===== config.mk =====
export PLATFORM = sky130hd
export DESIGN_NAME = eco32f_div_ctrl
export DESIGN_NICKNAME = d
export VERILOG_FILES = /design/src/rtl/eco32f_div_ctrl.sv
export SDC_FILE = /design/constraint.sdc
export NUM_CORES = 1
export LEC_CHECK = 0
export CAP_MARGIN = 20
export CORE_AREA = 2 2 177 179
export DETAILED_ROUTE_END_ITERATION = 10
export DIE_AREA = 0 0 179 181
export DONT_BUFFER_PORTS = 1
export PLACE_DENSITY = 0.54
export SETUP_SLACK_MARGIN = 0.05
export SYNTH_ARGS = -nofsm -noshare
export SYNTH_HDL_FRONTEND = slang
export SYNTH_SLANG_ARGS = --single-unit
export TNS_END_PERCENT = 20

===== constraint.sdc =====
create_clock -name clk -period 7 [get_ports clk]
set_input_delay 0.35 -clock clk [delete_from_list [all_inputs] [get_ports clk]]
set_output_delay 0.35 -clock clk [all_outputs]
set_load 0.05 [all_outputs]

===== src/rtl/eco32f_div_ctrl.sv =====
// eco32f_div_ctrl: iterative radix-2 restoring divide/remainder sequencer for EX.
// Stalls the pipeline while dividing and holds the result until EX advances.
// Optional macro ECO32F_DIV_EARLY_OUT_EN: skip the iteration when |a| < |b|.
module eco32f_div_ctrl #(
  parameter int unsigned WIDTH = 32
) (
  input  logic             clk,
  input  logic             rst,
  input  logic             ex_op_div,
  input  logic             ex_op_rem,
  input  logic             ex_signed_div,
  input  logic             ex_flush,
  input  logic             ex_advance,
  input  logic [WIDTH-1:0] ex_a,
  input  logic [WIDTH-1:0] ex_b,
  output logic             div_stall,
  output logic             div_valid,
  output logic [WIDTH-1:0] div_result,
  output logic             div_exc_zero
);

  localparam int unsigned CW = $clog2(WIDTH);

  typedef enum logic [1:0] {S_IDLE, S_CALC, S_FIX, S_DONE} state_e;

  state_e           state_q, state_d;
  logic [CW-1:0]    cnt_q, cnt_d;
  logic [WIDTH-1:0] rem_q, rem_d;
  logic [WIDTH-1:0] dvd_q, dvd_d;
  logic [WIDTH-1:0] dvs_q, dvs_d;
  logic             op_rem_q, op_rem_d;
  logic             neg_quo_q, neg_quo_d;
  logic             neg_rem_q, neg_rem_d;
  logic [WIDTH-1:0] result_q, result_d;
  logic             valid_q, valid_d;
  logic             exc_q, exc_d;
  logic             stall_c;

  logic             go_c;
  logic             b_zero_c;
  logic             early_c;
  logic [WIDTH-1:0] mag_a_c, mag_b_c;
  logic [WIDTH:0]   trial_c;
  logic [WIDTH-1:0] quo_fix_c, rem_fix_c;

  assign go_c     = (ex_op_div | ex_op_rem) & ~ex_flush;
  assign b_zero_c = (ex_b == '0);
  assign mag_a_c  = (ex_signed_div & ex_a[WIDTH-1]) ? -ex_a : ex_a;
  assign mag_b_c  = (ex_signed_div & ex_b[WIDTH-1]) ? -ex_b : ex_b;

  // Trial subtraction one bit wider than the operands; MSB is the borrow.
  assign trial_c   = {1'b0, rem_q[WIDTH-2:0], dvd_q[WIDTH-1]} - {1'b0, dvs_q};
  assign quo_fix_c = neg_quo_q ? -dvd_q : dvd_q;
  assign rem_fix_c = neg_rem_q ? -rem_q : rem_q;

`ifdef ECO32F_DIV_EARLY_OUT_EN
  assign early_c = (mag_a_c < mag_b_c);
`else
  assign early_c = 1'b0;
`endif

  // State and datapath registers
  always_ff @(posedge clk or negedge rst) begin
    if (!rst) begin
      state_q   <= S_IDLE;
      cnt_q     <= '0;
      rem_q     <= '0;
      dvd_q     <= '0;
      dvs_q     <= '0;
      op_rem_q  <= 1'b0;
      neg_quo_q <= 1'b0;
      neg_rem_q <= 1'b0;
      result_q  <= '0;
      valid_q   <= 1'b0;
      exc_q     <= 1'b0;
    end else begin
      state_q   <= state_d;
      cnt_q     <= cnt_d;
      rem_q     <= rem_d;
      dvd_q     <= dvd_d;
      dvs_q     <= dvs_d;
      op_rem_q  <= op_rem_d;
      neg_quo_q <= neg_quo_d;
      neg_rem_q <= neg_rem_d;
      result_q  <= result_d;
      valid_q   <= valid_d;
      exc_q     <= exc_d;
    end
  end

  // Next-state logic; flush overrides every other transition
  always_comb begin
    state_d = state_q;
    case (state_q)
      S_IDLE: begin
        if (go_c) begin
          if (b_zero_c)     state_d = S_DONE;
          else if (early_c) state_d = S_FIX;
          else              state_d = S_CALC;
        end
      end
      S_CALC: if (cnt_q == '0) state_d = S_FIX;
      S_FIX:  state_d = S_DONE;
      S_DONE: if (ex_advance) state_d = S_IDLE;
      default: state_d = S_IDLE;
    endcase
    if (ex_flush) state_d = S_IDLE;
  end

  // Datapath updates, result/flag registers and the stall request
  always_comb begin
    cnt_d     = cnt_q;
    rem_d     = rem_q;
    dvd_d     = dvd_q;
    dvs_d     = dvs_q;
    op_rem_d  = op_rem_q;
    neg_quo_d = neg_quo_q;
    neg_rem_d = neg_rem_q;
    result_d  = result_q;
    valid_d   = valid_q;
    exc_d     = exc_q;
    stall_c   = 1'b0;
    case (state_q)
      S_IDLE: begin
        stall_c = go_c;
        if (go_c) begin
          valid_d = 1'b0;
          exc_d   = 1'b0;
          if (b_zero_c) begin
            valid_d  = 1'b1;
            exc_d    = 1'b1;
            result_d = '0;
          end else begin
            op_rem_d  = ex_op_rem;
            neg_quo_d = ex_signed_div & (ex_a[WIDTH-1] ^ ex_b[WIDTH-1]);
            neg_rem_d = ex_signed_div & ex_a[WIDTH-1];
            dvs_d     = mag_b_c;
            if (early_c) begin
              dvd_d = '0;
              rem_d = mag_a_c;
              cnt_d = '0;
            end else begin
              dvd_d = mag_a_c;
              rem_d = '0;
              cnt_d = CW'(WIDTH - 1);
            end
          end
        end
      end
      S_CALC: begin
        stall_c = 1'b1;
        if (!trial_c[WIDTH]) begin
          rem_d = trial_c[WIDTH-1:0];
          dvd_d = {dvd_q[WIDTH-2:0], 1'b1};
        end else begin
          rem_d = {rem_q[WIDTH-2:0], dvd_q[WIDTH-1]};
          dvd_d = {dvd_q[WIDTH-2:0], 1'b0};
        end
        if (cnt_q != '0) cnt_d = cnt_q - CW'(1);
      end
      S_FIX: begin
        stall_c  = 1'b1;
        result_d = op_rem_q ? rem_fix_c : quo_fix_c;
        valid_d  = 1'b1;
        exc_d    = 1'b0;
      end
      S_DONE: begin
        if (ex_advance) begin
          valid_d = 1'b0;
          exc_d   = 1'b0;
        end
      end
      default: ;
    endcase
    if (ex_flush) begin
      valid_d  = 1'b0;
      exc_d    = 1'b0;
      result_d = '0;
    end
  end

  assign div_stall    = rst & stall_c;
  assign div_valid    = valid_q;
  assign div_result   = result_q;
  assign div_exc_zero = exc_q;

endmodule

Yosys cells after proc, flatten, opt, wreduce, memory -nomap -nowiden
Index checks and enable logic that the tools add are counted.
W data, S select, Z words.
{ "op_classes": {"n_addsub": 6, "eq_ne": 10, "muxes": 35, "bitwise_logic": 9, "reduce_logical": 14} }
{ "ops": {"columns": ["op", "count"], "rows": [
  ["$mux W32", 13],
  ["$pmux W32 S2", 3],
  ["$neg A32 Y32", 4],
  ["$sub A32 B32 Y33", 1],
  ["$logic_not A32 Y1", 1],
  ["$mux W5", 3],
  ["$reduce_and A3 Y1", 5],
  ["$ne A3 B3 Y1 const B", 4],
  ["$mux W2", 5],
  ["$pmux W5 S2", 1],
  ["$pmux W2 S4", 1],
  ["$mux W1", 6],
  ["$ne A2 B2 Y1 const B", 3],
  ["$pmux W1 S3", 2],
  ["$and A1 B1 Y1", 5],
  ["$logic_not A5 Y1", 1],
  ["$reduce_bool A5 Y1", 1],
  ["$sub A5 B1 Y5 const B", 1],
  ["$eq A2 B2 Y1 const B", 2],
  ["$reduce_and A4 Y1", 1],
  ["$reduce_bool A4 Y1", 1],
  ["$reduce_bool A3 Y1", 1],
  ["$eq A2 B1 Y1 const B", 1],
  ["$logic_not A2 Y1", 1],
  ["other kinds (6)", 7]
]} }
{ "word_totals": {"register_bits": 140, "inputBits": 71, "output_inout_bits": 35, "word_cells": 85} }

Depth between registers and ports, before layout
{ "logic_depth": {"depth_word": 5, "depth_mapped": 14, "ltp_nobuf": 12} }

Worst setup path after synthesis
No wires, ideal clock.
{ "synth_timing": {"path_type": "register -> register", "start": "register rem_q[14]", "end": "register rem_q[30]", "setup_time_ns": 0.122, "arrival_time_ns": 2.865, "required_time_ns": 6.878, "slack_ns": 4.013, "stages_incl_launch_ff": 14, "path_buffers": 3, "synth_period_minus_slack_ns": 2.987, "cell_sequence": "dfrtp_1 ha_1 clkbuf_1 and4_1 and3_1 o211ai_1 and4_1 o31ai_1 a41oi_1 clkbuf_1 clkbuf_1 nor2_1 mux2i_1 nand2_1"} }
{ "synth_via": {"elab_chain_cells": 3} }
{ "synth_rtl": {"columns": ["element", "line_no", "source"], "rows": [
  ["from (decl)", "28", "logic [WIDTH-1:0] rem_q, rem_d;"],
  ["from (signal assigned)", "79", "rem_q <= rem_d;"],
  ["$sub A32 B32 Y33", "52", "assign trial_c = {1'b0, rem_q[WIDTH-2:0], dvd_q[WIDTH-1]} - {1'b0, dvs_q};"],
  ["$mux W32", "152", "if (!trial_c[WIDTH]) begin"],
  ["$pmux W32 S2", "123", "case (state_q)"]
]} }
No other way between the ends.
A chain may end at the register's enable or synchronous reset.

Worst setup path in the final report
{ "layout_timing": {"start": "register dvd_q[31]", "end": "register rem_q[27]"} }
{ "layout_via": {"elab_chain_cells": 3} }
{ "layout_rtl": {"columns": ["element", "line_no", "source"], "rows": [
  ["from (decl)", "29", "logic [WIDTH-1:0] dvd_q, dvd_d;"],
  ["from (signal assigned)", "80", "dvd_q <= dvd_d;"],
  ["$sub A32 B32 Y33", "52", null],
  ["$mux W32", "152", null],
  ["$pmux W32 S2", "123", null]
]} }
No other way between the ends.

==> impl_results.md <==
- Htree depth: 4
- Worst Path Arrival: 4110 ps
- Post-synth top cells: nand2_1, o21ai_0, dfrtp_1, a21oi_1, nor2_1
- Cell Int Power: 2.99 mW
- #FFs+latches synth: 140
- Nets: 1390
- CTS Root Cell: clkbuf_16
- PD cells: 518 nW/µm²
- Seq/Total Area, Yosys: 33.3%
- Detail Route Antenna Nets: 0
- Die ar.: 32400 µm²
- Crit path cell chain: inv_1, ha_1, fa_1, nand2b_1, a21oi_1, o211ai_1, and4_1, o31ai_1, a41oi_4, buf_4, and3_1, a221o_1
- Simple-Gate Fraction of Synth Area: 19.0%
- Mux cell area share after synthesis: 0.772%
- Syn. warnings: 0
- Overflow after GRT: 0
- Pleak: 4.81 nW
- Mapped Cells: 1320
- Synth Area in Adders: 5.30%
- Most common cell in the netlist: nand2_1
- Vias per cell: 5.41
- Primary FF master, synth: dfrtp_1
- Placed wire-length estimate: 21800 µm
- Fill count: 3108
- First-pass GRT wire length: 48000 µm
- Net Count, Synth: 1435
- WP data required: 7320 ps
- Crit path capture type: flop
- WL/cell: 17.4 µm
- Slew Limit Fails: 0
- Worst slew pin tran: 1040 ps
- Clk_lat worst skew: 430 ps
- RSZ-0062 raised after global routing: false
- Overall routing resource usage: 18.7%
- Longest Clk Path Bufs: 2
- Share of cells above drive strength 1: 5.28%
- Setup violators final: 0
- Final worst setup slack: 3210 ps
- Final hold violation count: 0
- Crit path max fanout: 39
- Main area contributors after synthesis: dfrtp_1, o21ai_0, nand2_1
- Post-CTS Resized: 0
- Fin Clk Skew: 11.5 ps
- Seq pwr share: 27.5%
- Synth Area per Inst: 7.98 µm²
- Total Neg Setup Slack: 0 ps
- Clock transition at the registers of the reported paths: 60 ps
- Total power draw: 5.93 mW
- DRT Wirelength: 29300 µm
- Part of the cycle the worst path needs: 54.2%
- Max cap viols: 0
- Mapped Area: 10500 µm²
- Synth Area in Compound Gates: 25.1%
- Num CTS Buffers: 17
- Core Util, Final: 37.7%
- WS Path Type: flop to flop
- Post-synth EDFFs: 0
- Final Wtd Congestion: 0.873
- Asr flop ratio synth: 100%
- Placed Area: 10800 µm²
- Largest net degree at the start of global routing: 141
- Initial core utilization: 34.7%
- Switching part of the total: 49.5%
- P&R area growth vs syn: 8.72%
- Yosys top cell by area: dfrtp_1
- Unique cell type count in the Yosys netlist: 67
- Drt first pass iters: 5
- VDD IR max: 0.239 mV
- Die span in y: 181 µm
- CP startpoint kind: flop
- Vias in the first global route: 8859
- XOR/XNOR Fraction of Synth Area: 11.6%
- F_max: 264 MHz
- Gate power share: 56.7%
- Rows: 64
- Pre-CTS WS: 2830 ps
- Slew margin rel.: 30.5%
- Largest family of logic cells by synthesized area: compound AO/OA/AOI/OAI gates
- Worst min path class: input pin to flop
- IO buf count: 0
- Clock power share: 15.8%
- DRC: 0
- # IOs: 106
- # diodes: 0
- Yosys top cell area share: 33.3%
- Post-route minimum period: 3790 ps
- Worst path max stage delay: 390 ps
- Total clock sinks: 140
- Die width: 179 µm
- Routed via count: 9114
- 1st-iter DRT viols: 611
- CTS tree: yes
- Design Area, Final: 11400 µm²
- Net Sw Power: 2.94 mW
- Status: completed
- Initial antenna violation count: 0
- Core ar.: 30300 µm²
- Crit-path slowest cell: fa_1
through the flow:
| step | std cells | hold slack [ps] |
|---|---|---|
| CTS | 1684 | 36.0 |
| floorplan | 1320 | 54.4 |
| global placement | 1649 | 64.7 |
| global route | 1684 | 47.0 |
| finish | 1684 | 56.3 |
| detailed placement | 1649 | 63.9 |
path summary, 6_finish.rpt:
| kind | cells past startpoint | from | end | slack [ps] |
|---|---|---|---|---|
| setup reg to reg | 12 | dvd_q[31]$_DFFE_PN0P_ | rem_q[27]$_DFFE_PN0P_ | 3210 |
| hold reg to reg | 2 | dvs_q[19]$_DFFE_PN0P_ | dvs_q[19]$_DFFE_PN0P_ | 480 |
| min in group asynchronous | 2 | rst | dvd_q[4]$_DFFE_PN0P_ | 580 |
| max in group asynchronous | 2 | rst | op_rem_q$_DFFE_PN0P_ | 5900 |
| setup / recovery | 12 | dvd_q[31]$_DFFE_PN0P_ | rem_q[27]$_DFFE_PN0P_ | 3210 |
| hold / removal | 2 | ex_b[31] | dvs_q[31]$_DFFE_PN0P_ | 60 |
worst max-delay path: cells and delay by family (launching register included):
family	cells	cell delay [ps]
AO/OA/AOI/OAI	5	1490
adder cells (fa/ha/maj)	2	620
buffers and inverters	2	510
flip-flops	1	360
AND/OR/NAND/NOR	3	680
sequential cells by signal (all words and copies together), names as in the netlist, 2 cells and up:
register / flops
cnt_q: 5
div_result: 32
dvd_q: 32
dvs_q: 32
rem_q: 32
state_q: 2
kinds of logic (layout without fill, tap and decap cells):
group,Yosys count,after routing
xor gates and xnor gates,139,139
adders and majority gates,44,44
DFF,140,140
muxes,8,8
AOI/OAI and AO/OA,431,431
and+or+nand+nor,428,428
buffers and inverters,130,98
power groups by stage:
stage	Clock [mW]	Sequential (mW)	Combinational, mW
CTS	0.955	1.63	3.37
global placement	0	1.64	3.31
floorplan	0	1.44	2.76
detailed placement	0	1.65	3.33
global route	0.996	1.69	3.80
finish	0.934	1.63	3.36
cell type report:
class                   count  area (µm²)  area share, %
repair buffers             13         123           1.07
inverters                  53         199           1.74
clock buffers              22         494           4.32
well taps                 396         495           4.33
flip-flops and latches    140        3500           30.6
clock inverters            10         113          0.984
multi-input cells        1050        6520           57.0
layout by cell type, fill, tap and decap left out, types with 6 or more instances in the layout:
| cell | Yosys | final |
|---|---|---|
| nand3_1 | 14 | 14 |
| inv_1 | 53 | 53 |
| a21oi_1 | 120 | 120 |
| o211ai_1 | 9 | 9 |
| nand2b_1 | 7 | 7 |
| nor4_1 | 9 | 9 |
| nand4_1 | 7 | 7 |
| o31a_1 | 7 | 6 |
| a22o_1 | 26 | 26 |
| clkbuf_16 | 0 | 17 |
| buf_4 | 6 | 10 |
| ha_1 | 43 | 42 |
| nor2_1 | 115 | 115 |
| and2_1 | 7 | 7 |
| or3_1 | 14 | 14 |
| a32oi_1 | 10 | 10 |
| a31oi_1 | 8 | 8 |
| xnor2_1 | 69 | 69 |
| a21o_1 | 14 | 14 |
| mux2i_1 | 7 | 7 |
| dfrtp_1 | 140 | 139 |
| or4_1 | 12 | 12 |
| o41ai_1 | 12 | 12 |
| o31ai_1 | 38 | 38 |
| nand2_1 | 179 | 179 |
| o21ai_0 | 155 | 155 |
| nor3_1 | 25 | 25 |
| xor2_1 | 70 | 70 |
routing by layer:
layer | part of all wire, % | vias up | track usage (%)
met2 | 46 | 162 | 29.3
met3 | 4.0 | 17 | 3.47
li1 | - | 4592 | -
met1 | 49 | 4343 | 27.0
met5 | 0 | - | 0
met4 | 0.82 | 0 | 3.64
repair_timing:
item | 4_1_cts | 5_1_grt
endpoints found under the hold margin | 143 | 0
buffers inserted | 0 | 0
hold buffers | 3 | 0
Power figures use the tool's default switching activity.
